===== src/rtl/instr_fetch.sv =====
// Instruction fetch stage: owns the PC, drives the instruction-memory
// address, and registers each fetched word with its PC into a valid/ready
// output stage. Handles back-pressure, redirects and misaligned-target faults.
module instr_fetch #(
    parameter logic [31:0] RESET_PC  = 32'h0000_0000,
    parameter logic [31:0] NOP_INSTR = 32'h0000_0013
) (
    input  logic        clk,
    input  logic        rst_n,
    output logic [31:0] imem_addr,
    input  logic [31:0] imem_data,
    input  logic        redirect_valid,
    input  logic [31:0] redirect_pc,
    output logic        out_valid,
    input  logic        out_ready,
    output logic [31:0] out_pc,
    output logic [31:0] out_instr,
    output logic        out_fault,
    output logic [31:0] fetch_count
);

    typedef enum logic [1:0] {
        IDLE  = 2'd0,
        RUN   = 2'd1,
        FAULT = 2'd2
    } state_t;

    state_t      state;
    state_t      state_nxt;
    logic [31:0] pc_q;

    logic        accept;
    logic        slot_free;
    logic        redirect_aligned;

    logic        pc_en;
    logic [31:0] pc_nxt;
    logic        capture;
    logic        load_fault;
    logic        clear_valid;

    assign imem_addr        = pc_q;
    assign accept           = out_valid && out_ready;
    assign slot_free        = !out_valid || out_ready;
    assign redirect_aligned = (redirect_pc[1:0] == 2'b00);

    // State register.
    // NOTE: sequential state uses non-blocking assignments so every register
    // samples the pre-edge values of the others, independent of block order.
    always_ff @(posedge clk or negedge rst_n) begin
        if (!rst_n) begin
            state <= IDLE;
        end else begin
            state <= state_nxt;
        end
    end

    // Next-state: a redirect from any state wins; IDLE always moves on.
    // NOTE: every always_comb output gets a default first, so no path can
    // leave a signal unassigned and infer a latch.
    always_comb begin
        state_nxt = state;
        if (redirect_valid) begin
            state_nxt = redirect_aligned ? RUN : FAULT;
        end else if (state == IDLE) begin
            state_nxt = RUN;
        end
    end

    // Per-cycle control: PC update and what the output register does.
    always_comb begin
        pc_en       = 1'b0;
        pc_nxt      = pc_q;
        capture     = 1'b0;
        load_fault  = 1'b0;
        clear_valid = 1'b0;
        if (redirect_valid) begin
            pc_en = 1'b1;
            if (redirect_aligned) begin
                // Kill whatever is in the output slot; the target beat
                // arrives one cycle later.
                pc_nxt      = redirect_pc;
                clear_valid = 1'b1;
            end else begin
                pc_nxt     = {redirect_pc[31:2], 2'b00};
                load_fault = 1'b1;
            end
        end else begin
            case (state)
                RUN: begin
                    if (slot_free) begin
                        capture = 1'b1;
                        pc_en   = 1'b1;
                        pc_nxt  = pc_q + 32'd4;
                    end
                end
                FAULT: begin
                    // Once the fault beat is taken the stage stays empty.
                    if (accept) begin
                        clear_valid = 1'b1;
                    end
                end
                default: ;
            endcase
        end
    end

    // Program counter.
    always_ff @(posedge clk or negedge rst_n) begin
        if (!rst_n) begin
            pc_q <= RESET_PC;
        end else if (pc_en) begin
            pc_q <= pc_nxt;
        end
    end

    // Output register: fault load, normal capture, or drop of the valid bit.
    always_ff @(posedge clk or negedge rst_n) begin
        if (!rst_n) begin
            out_valid <= 1'b0;
            out_pc    <= 32'h0;
            out_instr <= NOP_INSTR;
            out_fault <= 1'b0;
        end else if (load_fault) begin
            out_valid <= 1'b1;
            out_pc    <= redirect_pc;
            out_instr <= NOP_INSTR;
            out_fault <= 1'b1;
        end else if (capture) begin
            out_valid <= 1'b1;
            out_pc    <= pc_q;
            out_instr <= imem_data;
            out_fault <= 1'b0;
        end else if (clear_valid) begin
            out_valid <= 1'b0;
        end
    end

    // Count of accepted beats, fault beats included; wraps naturally.
    always_ff @(posedge clk or negedge rst_n) begin
        if (!rst_n) begin
            fetch_count <= 32'h0;
        end else if (accept) begin
            fetch_count <= fetch_count + 32'd1;
        end
    end

endmodule


===== config.mk =====
export PLATFORM = sky130hd
export DESIGN_NAME = instr_fetch
export DESIGN_NICKNAME = d
export VERILOG_FILES = /design/src/rtl/instr_fetch.sv
export SDC_FILE = /design/constraint.sdc
export NUM_CORES = 1
export LEC_CHECK = 0
export BUFFER_PORTS_ARGS = -buffer_cell sky130_fd_sc_hd__buf_2
export CAP_MARGIN = 20
export CORE_MARGIN = 2
export CORE_UTILIZATION = 45
export DETAILED_ROUTE_END_ITERATION = 7
export PLACE_DENSITY_LB_ADDON = 0.12
export SYNTH_ARGS = -nofsm -noshare
export SYNTH_HDL_FRONTEND = slang
export SYNTH_SLANG_ARGS = --single-unit

===== constraint.sdc =====
create_clock -name clk -period 2.5 [get_ports clk]
set_input_delay 0.375 -clock clk [delete_from_list [all_inputs] [get_ports clk]]
set_output_delay 0.375 -clock clk [all_outputs]
set_load 0.02 [all_outputs]

# [Yosys cells after proc, flatten, opt, wreduce, memory -nomap -nowiden]
# Cells that the tools add are included.
# W data, S select, Z words.
[word_totals] wordCells=48 ff_bits=132 out_inout_bits=130
[classes] n_addsub=2 n_mux=26 reduce_logical=11 n_eq_ne=2
[op_table] op="$mux W32" count=7
[op_table] op="$add A32 B1 Y32 const B" count=1
[op_table] op="$add A32 B3 Y32 const B" count=1
[op_table] op="$mux W1" count=15
[op_table] op="$mux W2" count=4
[op_table] op="$reduce_bool A2 Y1" count=4
[op_table] op="$logic_not A2 Y1" count=2
[op_table] op="$reduce_and A3 Y1" count=1
[op_table] op="$reduce_bool A3 Y1" count=1
[op_table] op="$eq A2 B1 Y1 const B" count=1
[op_table] op="$eq A2 B2 Y1 const B" count=1
[op_table] op="$logic_and A1 B1 Y1" count=1
[op_table] op="$logic_not A1 Y1" count=1
[op_table] op="$logic_or A1 B1 Y1" count=1

# [Logic depth before layout (Yosys ltp)]
# Gate-level depths: netlist of run 1.
[depth] ltp_word=7 mapped_depth=6 mapped_depth_nobuf=5

# [Worst setup path after synthesis of run 1]
# OpenSTA, ideal clock, no wires.
[synth_timing] path_type="register to register" start="register pc_q[14], in the netlist imem_addr[14]" end="register pc_q[23], in the netlist imem_addr[23]" stages_incl_launch_ff=6 arrival_ns=1.899 path_buffers=1 synth_period_minus_slack_ns=1.981 setup_slack_ns=0.519 cell_sequence="dfrtp_1 -> nand4_4 -> or3_1 -> buf_6 -> or4_1 -> a31oi_1"
[synth_between] elab_chain_cells=4
[synth_rtl] element="from (decl)" line_no="30" rtl="logic [31:0] pc_q;"
[synth_rtl] element="from (signal assigned)" line_no="113" rtl="pc_q <= pc_nxt;"
[synth_rtl] element="$add A32 B3 Y32" line_no="94" rtl="pc_nxt = pc_q + 32'd4;"
[synth_rtl] element="$mux W32" line_no="91" rtl="if (slot_free) begin"
[synth_rtl] element="$mux W32" line_no="89" rtl="case (state)"
[synth_rtl] element="$mux W32" line_no="77" rtl="if (redirect_valid) begin"
# No other way between the ends. The select of a mux whose other input is x is not followed.
# A chain may end at the register's enable or synchronous reset.

# [Worst setup path in the final report of run 1]
[layout_timing] start="register fetch_count[0]" end="register fetch_count[22]"
[layout_between] elab_chain_cells=1
[layout_rtl] element="from (decl)" line_no="19" rtl="output logic [31:0] fetch_count"
[layout_rtl] element="from (signal assigned)" line_no="144" rtl="fetch_count <= fetch_count + 32'd1;"
[layout_rtl] element="$add A32 B1 Y32" line_no="144"
# No other way between the ends.

==> results of run 1 <==
## cell usage in the layout, fill, tap and decap left out, drive strengths merged, types with 11 or more instances in the layout
cell type	Yosys	layout
nand4	29	29
or4	11	11
xor2	13	13
nor2	58	58
nand2	164	164
nand3	60	60
o21ai	14	14
a31oi	43	43
clkbuf	28	23
nor3	14	14
dfrtp	129	129
xnor2	24	24
buf	11	212
o31ai	15	15
## routing by layer
layer	wire length, um	GRT usage (%)
met3	1320	6.88
met1	7550	31.5
met5	0	0
met4	329	8.62
met2	8110	37.1
## cell families (layout without fill, tap and decap cells)
family / Yosys count / after routing / synth area share (%)
adder cells (fa/ha/maj): 2 / 2 / 0.395
AO/OA/AOI/OAI: 89 / 89 / 9.10
AND/OR/NAND/NOR: 388 / 388 / 29.1
multiplexers: 2 / 2 / 0.336
XOR/XNOR: 37 / 37 / 5.11
flip-flops: 132 / 132 / 52.2
buffers and inverters: 50 / 255 / 3.77
## worst max-delay path: stages (launching register included)
cell     delay (ns)
dfrtp_1        0.42
ha_1           0.22
nand4_1        0.16
or4_1          0.61
nor4_1         0.38
xor2_1         0.18
## final cells by class
| type | count | share of cell area (%) |
|---|---|---|
| clock buffers | 23 | 5.96 |
| clock inverters | 9 | 2.11 |
| inverters | 10 | 0.459 |
| multi-input cells | 518 | 34.4 |
| flip-flops and latches | 132 | 40.4 |
| well taps | 180 | 2.75 |
| repair buffers | 213 | 13.9 |
## registers in the layout, indices dropped and copies added (netlist names)
signal / count
out_fault: 1
state: 2
imem_addr: 32
fetch_count: 32
out_pc: 32
out_valid: 1
out_instr: 32
## worst min-delay path by stage
stage                       start              to  slack [ns]  cells after the start
finish               imem_data[1]    out_instr[1]        0.14                      3
detailed placement          rst_n      out_pc[20]        0.42                      1
floorplan                   rst_n  fetch_count[0]        0.08                      0
global placement            rst_n      out_pc[20]        0.42                      1
global route        imem_data[24]   out_instr[24]        0.14                      3
CTS                  imem_data[1]    out_instr[1]        0.13                      3
## metrics by stage
| stage | utilization [%] | setup slack, ns | std cells | cell area (sq um) | total power [W] |
|---|---|---|---|---|---|
| 2_1_floorplan | - | 0.519 | 700 | 6340 | 0.00332 |
| 3_3_place_gp | 54.3 | 0.568 | 1052 | 7510 | 0.00379 |
| 3_5_place_dp | 54.3 | 0.475 | 1052 | 7510 | 0.00383 |
| 4_1_cts | 59.2 | 0.453 | 1085 | 8180 | 0.00662 |
| 5_1_grt | 59.2 | 0.261 | 1085 | 8180 | 0.00687 |
| 6_report | 59.2 | 0.451 | 1085 | 8180 | 0.00656 |
## where the power goes
part	switching [W]	internal [W]	total [W]
registers	0.000233	0.00237	0.00261
clock network	0.000892	0.00187	0.00276
logic	0.000772	0.000420	0.00119
total	0.00190	0.00466	0.00656
==> run_results.csv, run 1 <==
group,metric,value,unit
detailed_routing,routed_wl,17300,um
logic_synthesis,synth.distinct_cells,48,
sta,tns,0,ns
detailed_routing,ant_nets,0,
detailed_routing,vias,5975,
place,dpl.hpwl,12100,um
clock_network,cts_repair_resize_count,0,
power,pwr_density_cell,802,mW/mm^2
sta,min_period_over_period,82.0,%
logic_synthesis,seq_area_frac_synth,52.2,%
setup_path,timing.rr.start,"fetch_count[0]",
clock_network,insertion_delay,0.42,ns
floorplanning,start_util,45.8,%
clock_network,htreeDepth,4,
floorplanning,dieWidth,123,um
setup_path,ff2ff_path_depth,5,
logic_synthesis,avgSynthCellArea,9.05,sq um
final_layout,multi_input_area,0.00281,sq mm
logic_synthesis,syn-num-nets,770,
floorplanning,rows,43,
clock_network,clkTransAtPathRegs,0.06,ns
floorplanning,pin_count,198,
floorplanning,die_area,0.0150,sq mm
setup_path,cp-start-kind,"flip-flop",
worst_hold_path,min_path_type,"in -> reg",
detailed_routing,dr.pass1.iters,5,
setup_path,crit_path_end,"fetch_count[22]",
sta,tightest_slew,1.04,ns
clock_network,cts_setup_buffers,0,
detailed_routing,wire_per_inst,16.0,um
power,ir_drop,0.393,mV
clock_network,numCtsBuffers,17,
logic_synthesis,synthCells,700,
sta,grt_setup_unrepaired,"no",
clock_network,cts_tree,"built",
detailed_routing,drt_iter0_markers,390,
clock_network,clock-root-buffer,"clkbuf_16",
final_layout,nFillCells,1231,
logic_synthesis,synth-edff-count,0,
logic_synthesis,async_flop_share,100,%
global_routing,track_usage,23.8,%
final_layout,area.sequential,0.00331,sq mm
global_routing,grt_overflow_total,0,
detailed_routing,vias_per_cell,5.51,
place,finalWeightedCongestion,0.843,
sta,maxSlewViolCount,0,
sta,finalHoldViolations,0,
floorplanning,die_y,123,um
logic_synthesis,post-synth-top-count-cell,"nand2_1",
final_layout,area_delta_synth_final,29.1,%
setup_path,worstPathArrival,2.38,ns
global_routing,grt_pass1_wl,28300,um
global_routing,grt_max_degree,66,
place,port_buffers,197,
setup_path,endpoint_kind,"flip-flop",
clock_network,ctsLongestPathBuffers,2,
sta,maxSlewHeadroom,30.4,%
sta,period_minus_slack,2.05,ns
logic_synthesis,synth_area_leaders,"dfrtp_1, nand2_1, nand3_1",
sta,timing.hold.ws,0.141,ns
sta,setup_viol,0,
clock_network,cts_sinks,132,
logic_synthesis,synth.largest_area_cell,"dfrtp_1",
sta,skew,0.0120,ns
global_routing,antenna_found_initial,0,
outcome,outcome,"finished clean",
logic_synthesis,synth_common_cells,"nand2_1, dfrtp_1, nand3_1",
setup_path,setup.worst_path.start,"fetch_count[0]",
logic_synthesis,netlist_area,0.00634,sq mm
clock_network,cts_hold_buf,1,
detailed_routing,drt_drc_violations_left,0,
power,p_leak,3.98,nW
final_layout,nets,962,
final_layout,drive_gt1_share,28.3,%
setup_path,crit_fanout,5,
logic_synthesis,ys.flop_type,"dfrtp_1",
logic_synthesis,yosys_warnings,0,
global_routing,grt_pass1_vias,5796,
flow_run,cap_violations,0,
setup_path,rr_endpoint,"fetch_count[22]",
logic_synthesis,netlist.area_leader.share,50.9,%
setup_path,path_class,"reg -> reg",
final_layout,n_antenna_cell,0,
setup_path,r2r_slack,0.45,ns
floorplanning,core,0.0138,sq mm
sta,clock.fmax,488,MHz
logic_synthesis,synth-seq-cells,132,
setup_path,cp.required,2.84,ns
No activity file was read; power rests on OpenSTA's default activity.
==> run 2: changes to the inputs <==
clock period = 2.14 ns   (was 2.5 ns; I/O delays follow)
==> run 2 against run 1 <==
Clock skew is 0.0038 ns lower. Worst setup slack got worse by 0.30 ns. Critical path depth did not move. Core utilization up 0.44 points. Sequential power grew 16%. Cell area rose by 0.75%. Critical endpoint unchanged. Largest power group unchanged. Highest routed layer unchanged.
==> run_results.csv, run 2 (same netlist as run 1, synthesis figures left out) <==
group,metric,value,unit
clock_network,cts_sinks,132,
final_layout,area_delta_synth_final,30.1,%
detailed_routing,drt_drc_violations_left,0,
sta,tns,0,ns
clock_network,htreeDepth,4,
final_layout,final_cells,1092,
sta,setup_viol,0,
final_layout,drive_gt1_share,29.2,%
setup_path,path_cells,"ha_1, nand4_1, or4_1, nor4_1, xor2_1",
global_routing,antenna_found_initial,0,
detailed_routing,m1WireLength,7890,um
setup_path,worstPathArrival,2.33,ns
global_routing,grt_overflow_total,0,
setup_path,critPathSlowestCell,"or4_1",
detailed_routing,routed_wl,17600,um
setup_path,endpoint_kind,"flip-flop",
detailed_routing,vias_per_cell,5.48,
floorplanning,rows,43,
detailed_routing,ant_nets,0,
sta,min_period_over_period,92.9,%
final_layout,fin_area,0.00824,sq mm
detailed_routing,met3_length,1230,um
detailed_routing,met2_length,8150,um
sta,clock.fmax,503,MHz
setup_path,rr_endpoint,"fetch_count[22]",
sta,grt_setup_unrepaired,"no",
final_layout,fin_util,59.6,%
setup_path,path_class,"reg -> reg",
clock_network,cts_setup_buffers,0,
clock_network,ctsLongestPathBuffers,2,
setup_path,ff2ff_path_depth,5,
floorplanning,pin_count,198,
place,placed_cells,1060,
final_layout,final_cell_mix,"buf_2, nand2_1, dfrtp_1, nand3_1, nor2_1",
sta,period_minus_slack,1.99,ns
worst_hold_path,hold_path_end,"out_instr[8]",
setup_path,timing.rr.start,"fetch_count[0]",
floorplanning,die_area,0.0150,sq mm
clock_network,clkTransAtPathRegs,0.06,ns
detailed_routing,top_layer_used,"met4",
clock_network,numCtsBuffers,17,
setup_path,cpPeakStageDelay,0.60,ns
detailed_routing,dr.pass1.iters,7,
final_layout,n_antenna_cell,0,
global_routing,grt_pass1_wl,27800,um
power,p_total,0.00752,W
floorplanning,start_util,45.8,%
sta,maxSlewHeadroom,39.3,%
worst_hold_path,min_path_cells,3,
floorplanning,dieWidth,123,um
place,finalWeightedCongestion,0.844,
flow_run,cap_violations,0,
outcome,outcome,"finished clean",
detailed_routing,drt_iter0_markers,393,
worst_hold_path,min_path_type,"in -> reg",
setup_path,critical-path-top-delay-family,"simple AND/OR/NAND/NOR gates",
floorplanning,core,0.0138,sq mm
floorplanning,die_y,123,um
final_layout,nets,970,
power,ir_drop,0.524,mV
global_routing,grt_max_degree,56,
clock_network,insertion_delay,0.42,ns
clock_network,clock-root-buffer,"clkbuf_16",
setup_path,cp-start-kind,"flip-flop",
sta,finalHoldViolations,0,
place,port_buffers,197,
detailed_routing,vias,5981,
clock_network,cts_tree,"built",
final_layout,final_common_cell,"buf_2",
setup_path,crit_fanout,5,
global_routing,track_usage,23.6,%
setup_path,critPathBufInv,0,
worst_hold_path,hold_start,"imem_data[8]",
power,pwr_density_cell,912,mW/mm^2
sta,skew,0.00828,ns
place,dpl.hpwl,12200,um
detailed_routing,wire_per_inst,16.1,um
setup_path,r2r_slack,0.15,ns
sta,tightest_slew,0.908,ns
global_routing,grt_pass1_vias,5609,
setup_path,cp.required,2.48,ns
sta,maxSlewViolCount,0,
place,dpl_cell_area,0.00761,sq mm
power,p_leak,4.02,nW
## run 2: changes by cell type in the layout (fill, tap and decap cells not counted), sizes merged
cell / previous run / this run
buf: 212 / 220
clkbuf: 23 / 18
clkinv: 3 / 7
bufinv: 5 / 4
inv: 10 / 11
## run 2: per-stage QoR
| stage | worst slack [ns] | hold slack (ns) |
|---|---|---|
| after floorplan | 0.159 | 0.0254 |
| after global placement | 0.229 | 0.322 |
| after detailed placement | 0.177 | 0.333 |
| after CTS | 0.149 | 0.0690 |
| after global routing | 0.00359 | 0.0772 |
| final | 0.151 | 0.0825 |
## run 2: power breakdown
part | internal, W | switching (W)
Combinational | 0.000506 | 0.000907
Sequential | 0.00277 | 0.000262
Clock | 0.00197 | 0.00110
Total | 0.00525 | 0.00227
## run 2: final cells by class
type                            count  area [sq um]
Tap cell                          180           225
Fill cell                        1230          5580
Sequential cell                   132          3310
Multi-Input combinational cell    518          2810
Inverter                           10          37.5
Timing Repair Buffer              221          1240
Clock buffer                       18           439
Clock inverter                     13           183
## run 2: worst register-to-register path: stages, from the launching register on
cell,delay (ns)
dfrtp_1,0.42
ha_1,0.22
nand4_1,0.15
or4_1,0.60
nor4_1,0.35
xor2_1,0.18
## run 2: repair_timing
item	in CTS	in global routing
gates resized for setup	0	1
endpoints found under the setup margin	0	1
hold endpoints to repair	53	0
hold buffers	1	0
## run 2: layer usage
metal	GRT usage, %	vias to the layer above
met5	0	-
met4	8.26	0
met3	6.46	23
met2	36.6	233
met1	31.8	2863
li1	-	2862
## run 2: worst max path at each step
stage / start / to / slack (ns) / cells past startpoint
after global routing: fetch_count[0] / fetch_count[22] / 0.004 / 5
final: fetch_count[0] / fetch_count[22] / 0.15 / 5
after global placement: fetch_count[0] / fetch_count[22] / 0.23 / 5
after detailed placement: fetch_count[0] / fetch_count[22] / 0.18 / 5
after floorplan: imem_addr[14] / imem_addr[23] / 0.16 / 5
after CTS: imem_addr[5] / imem_addr[19] / 0.15 / 4
==> run 3: changes to the inputs <==
CELL_PAD_IN_SITES_DETAIL_PLACEMENT = 1   (was unset)
CELL_PAD_IN_SITES_GLOBAL_PLACEMENT = 1   (was unset)
CORE_UTILIZATION = 38   (was 45)
==> run 3 against run 2 <==
Die area rose by 18%. First-iteration DRC count fell by 20%. Global-route usage rose by 0.54 points. Non-clock buffer count increased by 1. Total power up 1.5%. Core utilization decreased by 9.1 points. Sequential cell count is the same. Cell area grew 0.90%. Critical path depth unchanged. Critical endpoint unchanged.
==> run_results.csv, run 3 (same netlist as run 1, synthesis figures left out) <==
group,metric,value,unit
outcome,outcome,"finished clean",
sta,clock.fmax,501,MHz
floorplanning,dieWidth,133,um
detailed_routing,m1WireLength,9020,um
clock_network,cts_setup_buffers,0,
detailed_routing,drt_drc_violations_left,0,
clock_network,insertion_delay,0.42,ns
sta,setup_viol,0,
detailed_routing,met3_length,1130,um
global_routing,grt_pass1_vias,6637,
setup_path,path_cells,"ha_1, nand4_1, or4_1, nor4_2, xor2_1",
setup_path,crit_fanout,5,
final_layout,final_common_cell,"buf_2",
clock_network,htreeDepth,4,
clock_network,clkTransAtPathRegs,0.06,ns
setup_path,cp-start-kind,"flip-flop",
sta,tightest_slew,0.800,ns
clock_network,cts_sinks,132,
power,p_leak,4.03,nW
sta,maxSlewHeadroom,46.4,%
place,port_buffers,197,
floorplanning,core,0.0165,sq mm
sta,period_minus_slack,2.00,ns
setup_path,cp_num_cells,5,
setup_path,ff2ff_path_depth,5,
floorplanning,pin_count,198,
worst_hold_path,min_path_type,"in -> reg",
sta,maxSlewViolCount,0,
setup_path,critical-path-top-delay-family,"simple AND/OR/NAND/NOR gates",
sta,tns,0,ns
detailed_routing,vias_per_cell,5.38,
setup_path,path_class,"reg -> reg",
floorplanning,die_y,133,um
final_layout,area_delta_synth_final,31.3,%
setup_path,r2r_slack,0.14,ns
global_routing,grt_max_degree,63,
global_routing,antenna_found_initial,3,
sta,min_period_over_period,93.3,%
setup_path,critPathBufInv,0,
setup_path,rr_endpoint,"fetch_count[22]",
detailed_routing,wire_per_inst,18.1,um
sta,finalHoldViolations,0,
final_layout,multi_input_area,0.00282,sq mm
final_layout,nFillCells,1992,
flow_run,cap_violations,0,
detailed_routing,ant_nets,0,
final_layout,nets,971,
detailed_routing,drt_iter0_markers,314,
setup_path,timing.rr.start,"fetch_count[0]",
setup_path,worstPathArrival,2.34,ns
setup_path,crit_path_end,"fetch_count[22]",
floorplanning,start_util,38.5,%
global_routing,track_usage,24.2,%
power,ir_drop,0.571,mV
floorplanning,die_area,0.0177,sq mm
global_routing,grt_overflow_total,0,
detailed_routing,top_layer_used,"met4",
clock_network,clock-root-buffer,"clkbuf_16",
clock_network,numCtsBuffers,17,
detailed_routing,routed_wl,20600,um
setup_path,cpPeakStageDelay,0.62,ns
sta,skew,0.00692,ns
detailed_routing,met2_length,10000,um
floorplanning,rows,47,
final_layout,area.sequential,0.00331,sq mm
power,pwr_density_cell,918,mW/mm^2
global_routing,grt_pass1_wl,34100,um
setup_path,endpoint_kind,"flip-flop",
setup_path,setup.worst_path.start,"fetch_count[0]",
setup_path,cp.required,2.48,ns
place,dp_slack,0.128,ns
detailed_routing,dr.pass1.iters,4,
sta,finalWorstSetupSlack,0.144,ns
place,dpl.hpwl,14600,um
final_layout,drive_gt1_share,29.0,%
detailed_routing,vias,6110,
clock_network,cts_tree,"built",
place,finalWeightedCongestion,0.817,
final_layout,final_cell_mix,"buf_2, nand2_1, dfrtp_1, nand3_1, nor2_1",
setup_path,critPathSlowestCell,"or4_1",
clock_network,ctsLongestPathBuffers,2,
sta,grt_setup_unrepaired,"no",
-- run 3: cell count changes in the layout (fill, tap and decap cells not counted), sizes merged --
cell,previous run,this run
clkbuf,18,24
clkinv,7,4
buf,220,221
clkinvlp,1,0
diode,0,1
inv,11,10
-- run 3: layout make-up --
type	count	share of cell area [%]
tap	220	3.31
clock inverter	8	1.78
antenna	1	0.0301
multi-input combinational	518	33.9
timing repair buffer	222	15.0
inverter	10	0.451
clock buffer	24	5.79
sequential	132	39.8
-- run 3: worst min path at each step --
stage / from / to / slack, ns / depth (start not counted)
after floorplan: rst_n / fetch_count[0] / 0.03 / 0
after global placement: rst_n / imem_addr[19] / 0.35 / 1
after detailed placement: rst_n / out_pc[20] / 0.36 / 1
after CTS: imem_data[1] / out_instr[1] / 0.07 / 3
after global routing: imem_data[13] / out_instr[13] / 0.08 / 3
final: imem_data[1] / out_instr[1] / 0.09 / 3
-- run 3: worst min-delay path, stage by stage --
cell     delay (ns)
buf_2          0.10
nand2_1        0.05
nand2_1        0.04
-- run 3: per-stage QoR --
stage               hold WS [ns]  cells  area, sq um  power [W]  utilization, %
global route              0.0816   1135         8320    0.00799            50.5
global placement           0.353   1101         7670    0.00446            46.6
detailed placement         0.361   1101         7670    0.00454            46.6
finish                    0.0912   1135         8320    0.00763            50.5
CTS                       0.0723   1134         8310    0.00772            50.4
floorplan                 0.0254    700         6340    0.00388               -
-- run 3: what timing repair did --
item / in CTS / in global routing
endpoints found under the hold margin: 56 / 0
resized for setup: 0 / 2
hold buffers: 1 / 0
setup endpoints to repair: 0 / 2
-- run 3: power by group --
| group | switching (W) | leakage (nW) | internal (W) |
|---|---|---|---|
| clock network | 0.00109 | 0.308 | 0.00204 |
| registers | 0.000272 | 1.63 | 0.00277 |
| logic | 0.000946 | 2.09 | 0.000509 |
-- run 3: routing by layer --
layer	up-vias	track usage, %
li1	2866	-
met1	3050	30.4
met2	166	40.2
met3	28	6.35
met4	0	9.22
met5	-	0
